**src/rtl/program_loader_if.sv**
```systemverilog
// program_loader_if: byte-stream, memory-write and status signals of program_loader.
interface program_loader_if;
   logic        start;
   logic [7:0]  byte_in;
   logic        byte_valid;
   logic        byte_ready;
   logic [31:0] mem_addr;
   logic [31:0] mem_data;
   logic        mem_we;
   logic        cpu_run;
   logic        busy;
   logic        error;
   logic [15:0] words_loaded;
   modport master (
      output start, byte_in, byte_valid,
      input  byte_ready, mem_addr, mem_data, mem_we, cpu_run, busy, error, words_loaded
   );
   modport slave (
      input  start, byte_in, byte_valid,
      output byte_ready, mem_addr, mem_data, mem_we, cpu_run, busy, error, words_loaded
   );
endinterface

```
**src/rtl/program_loader.sv**
```systemverilog
// program_loader: loads a length-prefixed little-endian byte stream into word memory.
// Define LOADER_CHECKSUM_EN to require a trailing XOR checksum word before DONE.
module program_loader #(
   parameter logic [31:0] BASE_ADDR = 32'h0000_0000,
   parameter int          MAX_WORDS = 1024
) (
   input logic             clk,
   input logic             rst_n,
   program_loader_if.slave bus
);
`ifdef LOADER_CHECKSUM_EN
   typedef enum logic [2:0] {IDLE, LEN, DATA, WRITE, CSUM, DONE, ERROR} state_t;
   localparam state_t FIN = CSUM;
   logic [31:0] r_csum;
`else
   typedef enum logic [2:0] {IDLE, LEN, DATA, WRITE, DONE, ERROR} state_t;
   localparam state_t FIN = DONE;
`endif
   state_t      r_state;
   logic [1:0]  r_idx;
   logic [23:0] r_word;
   logic [31:0] r_len;
   logic [31:0] r_mem_addr;
   logic [31:0] r_mem_data;
   logic [15:0] r_words;
   logic        w_hs;
   logic        w_last;
   logic [31:0] w_word;
   logic [15:0] w_words_inc;
   assign w_hs        = bus.byte_valid && bus.byte_ready;
   assign w_last      = r_idx == 2'd3;
   assign w_word      = {bus.byte_in, r_word};
   assign w_words_inc = r_words + 16'd1;
`ifdef LOADER_CHECKSUM_EN
   assign bus.byte_ready = r_state inside {LEN, DATA, CSUM};
   assign bus.busy       = r_state inside {LEN, DATA, WRITE, CSUM};
`else
   assign bus.byte_ready = r_state inside {LEN, DATA};
   assign bus.busy       = r_state inside {LEN, DATA, WRITE};
`endif
   assign bus.mem_we       = r_state == WRITE;
   assign bus.cpu_run      = r_state == DONE;
   assign bus.error        = r_state == ERROR;
   assign bus.mem_addr     = r_mem_addr;
   assign bus.mem_data     = r_mem_data;
   assign bus.words_loaded = r_words;
   always_ff @(posedge clk) begin
      if (!rst_n) begin
         r_state    <= IDLE;
         r_idx      <= 2'd0;
         r_word     <= 24'd0;
         r_len      <= 32'd0;
         r_mem_addr <= 32'd0;
         r_mem_data <= 32'd0;
         r_words    <= 16'd0;
`ifdef LOADER_CHECKSUM_EN
         r_csum     <= 32'd0;
`endif
      end else begin
         // bytes shift in from the top so the first one ends up in bits 7:0
         if (w_hs) begin
            r_word <= {bus.byte_in, r_word[23:8]};
            r_idx  <= r_idx + 2'd1;
         end
         case (r_state)
            IDLE, DONE, ERROR: if (bus.start) begin
               r_state <= LEN;
               r_idx   <= 2'd0;
               r_words <= 16'd0;
`ifdef LOADER_CHECKSUM_EN
               r_csum  <= 32'd0;
`endif
            end
            LEN: if (w_hs && w_last) begin
               r_len   <= w_word;
               r_state <= w_word == 32'd0 ? FIN : (w_word > 32'(MAX_WORDS) ? ERROR : DATA);
            end
            DATA: if (w_hs && w_last) begin
               r_mem_data <= w_word;
               r_mem_addr <= BASE_ADDR + {14'd0, r_words, 2'b00};
               r_state    <= WRITE;
            end
            WRITE: begin
               r_words <= w_words_inc;
               r_state <= {16'd0, w_words_inc} == r_len ? FIN : DATA;
`ifdef LOADER_CHECKSUM_EN
               r_csum  <= r_csum ^ r_mem_data;
`endif
            end
`ifdef LOADER_CHECKSUM_EN
            CSUM: if (w_hs && w_last) r_state <= w_word == r_csum ? DONE : ERROR;
`endif
            default: r_state <= IDLE;
         endcase
      end
   end
endmodule

```
**src/flat_wrapper.sv**
```systemverilog
// flat-port wrapper written by rule: the top's interface ports become plain ports
module program_loader_flat 
#(
   parameter logic [31:0] BASE_ADDR = 32'h0000_0000,
   parameter int          MAX_WORDS = 1024
)
  (clk, rst_n, bus_start, bus_byte_in, bus_byte_valid, bus_byte_ready, bus_mem_addr, bus_mem_data, bus_mem_we, bus_cpu_run, bus_busy, bus_error, bus_words_loaded);
  program_loader_if bus_i ();
  input logic clk;
  input logic rst_n;
  input wire logic [$bits(bus_i.start)-1:0] bus_start;
  input wire logic [$bits(bus_i.byte_in)-1:0] bus_byte_in;
  input wire logic [$bits(bus_i.byte_valid)-1:0] bus_byte_valid;
  output wire logic [$bits(bus_i.byte_ready)-1:0] bus_byte_ready;
  output wire logic [$bits(bus_i.mem_addr)-1:0] bus_mem_addr;
  output wire logic [$bits(bus_i.mem_data)-1:0] bus_mem_data;
  output wire logic [$bits(bus_i.mem_we)-1:0] bus_mem_we;
  output wire logic [$bits(bus_i.cpu_run)-1:0] bus_cpu_run;
  output wire logic [$bits(bus_i.busy)-1:0] bus_busy;
  output wire logic [$bits(bus_i.error)-1:0] bus_error;
  output wire logic [$bits(bus_i.words_loaded)-1:0] bus_words_loaded;
  assign bus_i.start = bus_start;
  assign bus_i.byte_in = bus_byte_in;
  assign bus_i.byte_valid = bus_byte_valid;
  assign bus_byte_ready = bus_i.byte_ready;
  assign bus_mem_addr = bus_i.mem_addr;
  assign bus_mem_data = bus_i.mem_data;
  assign bus_mem_we = bus_i.mem_we;
  assign bus_cpu_run = bus_i.cpu_run;
  assign bus_busy = bus_i.busy;
  assign bus_error = bus_i.error;
  assign bus_words_loaded = bus_i.words_loaded;
  program_loader #(.BASE_ADDR(BASE_ADDR), .MAX_WORDS(MAX_WORDS)) u_core (.clk(clk), .rst_n(rst_n), .bus(bus_i));
endmodule
```
**config.mk**
```make
export PLATFORM = sky130hd
export DESIGN_NAME = program_loader_flat
export DESIGN_NICKNAME = d
export VERILOG_FILES = /design/src/rtl/program_loader_if.sv /design/src/rtl/program_loader.sv /design/src/flat_wrapper.sv
export SDC_FILE = /design/constraint.sdc
export NUM_CORES = 1
export LEC_CHECK = 0
export CORE_ASPECT_RATIO = 0.7
export CORE_MARGIN = 8
export CORE_UTILIZATION = 40
export CTS_CLUSTER_DIAMETER = 80
export DETAILED_ROUTE_END_ITERATION = 10
export HOLD_SLACK_MARGIN = 0.02
export PLACE_DENSITY_LB_ADDON = 0.3
export SETUP_SLACK_MARGIN = 0.4
export SYNTH_ARGS = -nofsm -noshare
export SYNTH_HDL_FRONTEND = slang
export SYNTH_SLANG_ARGS = --single-unit
```
**constraint.sdc**
```tcl
create_clock -name clk -period 5.4 [get_ports clk]
set_input_delay 0.81 -clock clk [delete_from_list [all_inputs] [get_ports clk]]
set_output_delay 0.81 -clock clk [all_outputs]
set_load 0.05 [all_outputs]
```
==> impl_metrics.py <==
metrics = {
    "cts": {
        "cts_resized": 0,
        "cts_made_buffers": 17,
        "cts_buffer_depth": 2,
        "clock_sinks": 125,
        "clkTransAtPathRegs_ns": 0.05,
        "ctsHoldBuffers": 0,
        "cts_root_buffer": "clkbuf_16",
        "htreeDepth": 4,
        "post_cts_buffers": 0,
        "cts_tree": "done",
        "clock_latency_ns": 0.41,
    },
    "worst_setup_path": {
        "rrSetupSlack_ns": 2.33,
        "path_class": "flip-flop to output pin",
        "cpPeakStageDelay_ns": 0.86,
        "crit_chain": "inv_2 > nor2_1 > nand2_1 > inv_2 > clkdlybuf4s50_1",
        "required_ns": 4.59,
        "cp_num_buf_inv": 3,
        "reg2reg_depth": 6,
        "crit_cells": 5,
        "cp_top_family": "buffers and inverters",
        "cp_max_fo": 21,
        "crit_arrival_ns": 2.99,
        "cp_common_cell": "inv_2",
        "r2r-end": "u_core.bus.words_loaded[5]$_SDFFE_PN0P_",
        "startpoint": "u_core.r_state[0]$_SDFFE_PN0P_",
        "cp-end-kind": "output pin",
        "crit_path_top_delay_cell": "clkdlybuf4s50_1",
        "r2r_start": "u_core.r_state[2]$_SDFFE_PN0P_",
        "start_kind": "flip-flop",
    },
    "global_routing": {
        "grt_max_degree": 87,
        "grt.total_usage_pct": 17.1,
        "grt_overflow": 0,
        "antenna_found_initial": 0,
        "grt_pass1_vias": 4600,
        "grt_pass1_wl_mm": 24.5,
    },
    "cells_and_area": {
        "diodes": 0,
        "drive_gt1_share_pct": 6.08,
        "fin_nets": 775,
        "syn2layout_area_growth_pct": 24.7,
        "final_area_um2": 7070,
    },
    "sta": {
        "clock_skew_ns": 0.00812,
        "worst_slew_pin_slew_ns": 1.24,
        "min_period_ns": 3.80,
        "relSlewSlack_pct": 17.1,
        "drv_slew": 0,
        "rsz0062_at_grt": "false",
        "max_freq_ghz": 0.263,
        "fin_crit_sh_pct": 70.4,
        "final-hold-violation-count": 0,
        "totalNegativeSetupSlack_ns": 0,
        "setup_viol": 0,
    },
    "synth": {
        "synth_top_area_share_pct": 44.1,
        "netlist_instances": 708,
        "ys_ff_latch": 125,
        "synth_area_leaders": "dfxtp_1 44%, nand2_1 15%, a21boi_0 9.8%",
        "seq_area_frac_synth_pct": 44.1,
        "synth_area_per_cell_um2": 8.01,
        "synth.cell_area_um2": 5670,
        "synthTopCellsByCount": "224 x nand2_1, 125 x dfxtp_1, 74 x a21boi_0, 40 x clkbuf_1, 39 x a21boi_1",
        "synth_ff_type": "dfxtp_1",
        "synth_cell_type_count": 46,
        "ys_warn_count": 0,
        "yosysMostFrequentCell": "nand2_1",
        "async_flop_share_pct": 0,
        "synth_area_leader_cell": "dfxtp_1",
        "synth_edf_count": 0,
    },
    "power_and_ir_drop": {
        "leakage_nw": 2.34,
        "peakVddDrop_mv": 0.202,
        "power.density_nw_per_um2": 307,
    },
    "min_path": {
        "hp-class": "flip-flop to flip-flop",
        "hold_path_depth": 2,
        "hold_path.startpoint": "u_core.bus.mem_addr[5]$_SDFFE_PN0P_",
        "hold_end": "u_core.bus.mem_addr[5]$_SDFFE_PN0P_",
    },
    "routing": {
        "finalWirelength_mm": 15.5,
        "drt-initial-drc-count": 468,
        "drc": 0,
        "first_pass_iters": 5,
        "viasPerCell": 5.25,
        "wl_per_cell_um": 16.1,
        "drtAntennaViolNets": 0,
        "vias": 5051,
    },
    "placement": {
        "hpwl_mm": 10.8,
        "post_dp_cell_area_um2": 6490,
        "io_buffers": 80,
        "gp_congestion": 0.822,
    },
    "flow_run": {
        "drv_cap": 0,
    },
    "floorplanning": {
        "die_area_um2": 18300,
        "initial_utilization_pct": 40.9,
        "core_area_um2": 13900,
        "die_height_um": 116,
        "core.rowCount": 36,
        "io_pins": 97,
        "die_x_um": 158,
    },
    "status": {
        "status": "complete, no violations",
    },
}
-- cell type report --
cell class	instances	area, um^2
clock buffers	21	470
fillers	1333	6800
well taps	190	238
flip-flops and latches	125	2500
clock inverters	10	114
inverters	4	15.0
repair buffers	84	826
multi-input cells	529	2910
-- through the flow --
step                      util [%]  hold WS (ns)  total power (W)  setup slack [ns]  std cells
final                         51.0         0.455          0.00217              1.60        963
after global routing          51.0         0.472          0.00224              1.41        963
after CTS                     51.0         0.454          0.00219              1.62        963
after detailed placement      46.8         0.447          0.00107              2.00        932
after global placement        46.8         0.442          0.00107              2.05        932
after floorplan                  -         0.438          0.00105              2.77        723
-- sequential cells by signal (all words and copies together) (netlist names) --
name                     flops
u_core.r_word               24
u_core.r_state               3
u_core.r_len                32
u_core.bus.words_loaded     16
u_core.bus.mem_addr         16
u_core.r_idx                 2
u_core.bus.mem_data         32
-- how the worst max path moves through the flow --
stage,endpoint,slack (ns)
floorplan,bus_cpu_run,2.77
detailed placement,u_core.bus.mem_data[9]$_SDFFE_PN0P_,2.00
CTS,bus_mem_we,1.62
global route,bus_mem_we,1.41
finish,bus_mem_we,1.60
global placement,u_core.bus.mem_data[10]$_SDFFE_PN0P_,2.05
-- worst register-to-register path, cell delays in order, from the launching register on --
cell      delay [ns]
dfxtp_1         0.53
nor2_1          0.18
nand2_1         0.54
inv_2           0.23
a21oi_1         0.94
o21ai_0         0.22
a21boi_0        0.32
-- cell families (layout without fill, tap and decap cells) --
| group | count (synthesis) | in the layout | synth area share [%] |
|---|---|---|---|
| AO/OA/AOI/OAI | 163 | 163 | 20.1 |
| XOR/XNOR | 22 | 22 | 3.73 |
| adder cells (fa/ha/maj) | 2 | 2 | 0.441 |
| buffers and inverters | 69 | 119 | 5.83 |
| flip-flops | 125 | 125 | 44.1 |
| multiplexers | 2 | 2 | 0.353 |
| other | 1 | 16 | 0.0661 |
| AND/OR/NAND/NOR | 324 | 324 | 25.4 |
-- cells in the final DEF, fill, tap and decap left out, types with 2 or more instances in the layout --
master and instances:
dfxtp_1 125, nor3_1 14, a31oi_1 6, a21o_1 2, nand4_1 6, inv_1 2, nand4b_1 2, and3_1 4
nor2_1 22, nor4_2 2, nor2b_1 7, xor2_1 5, a21boi_0 74, bufinv_16 2, clkinv_2 3, ha_1 2
o21ai_0 16, xnor2_1 16, clkinvlp_4 4, clkdlybuf4s50_1 79, and4_1 2, nand2_1 224, mux2i_1 2, inv_2 2
a21boi_1 39, or3_1 6, clkbuf_8 3, a22oi_1 3, a21oi_1 18, buf_4 4, nand3_1 9, nor4_1 13
and2_1 4, clkbuf_16 17, conb_1 16
-- report_power, final --
group | switching (W) | internal, W | leakage (nW) | total, W
clock network | 0.000404 | 0.000711 | 0.277 | 0.00112
logic | 0.0000812 | 0.0000354 | 1.06 | 0.000117
registers | 0.0000111 | 0.000929 | 1.01 | 0.000940
-- layer usage --
metal	track usage (%)	routed length (um)	part of all wire, %	vias to the layer above
met2	24.3	6420	42	209
met4	5.26	205	1.3	0
met1	23.8	7300	47	2358
li1	-	-	-	2465
met5	0	0	0	-
met3	6.07	1550	10	19
No activity file was read; power rests on OpenSTA's default activity.
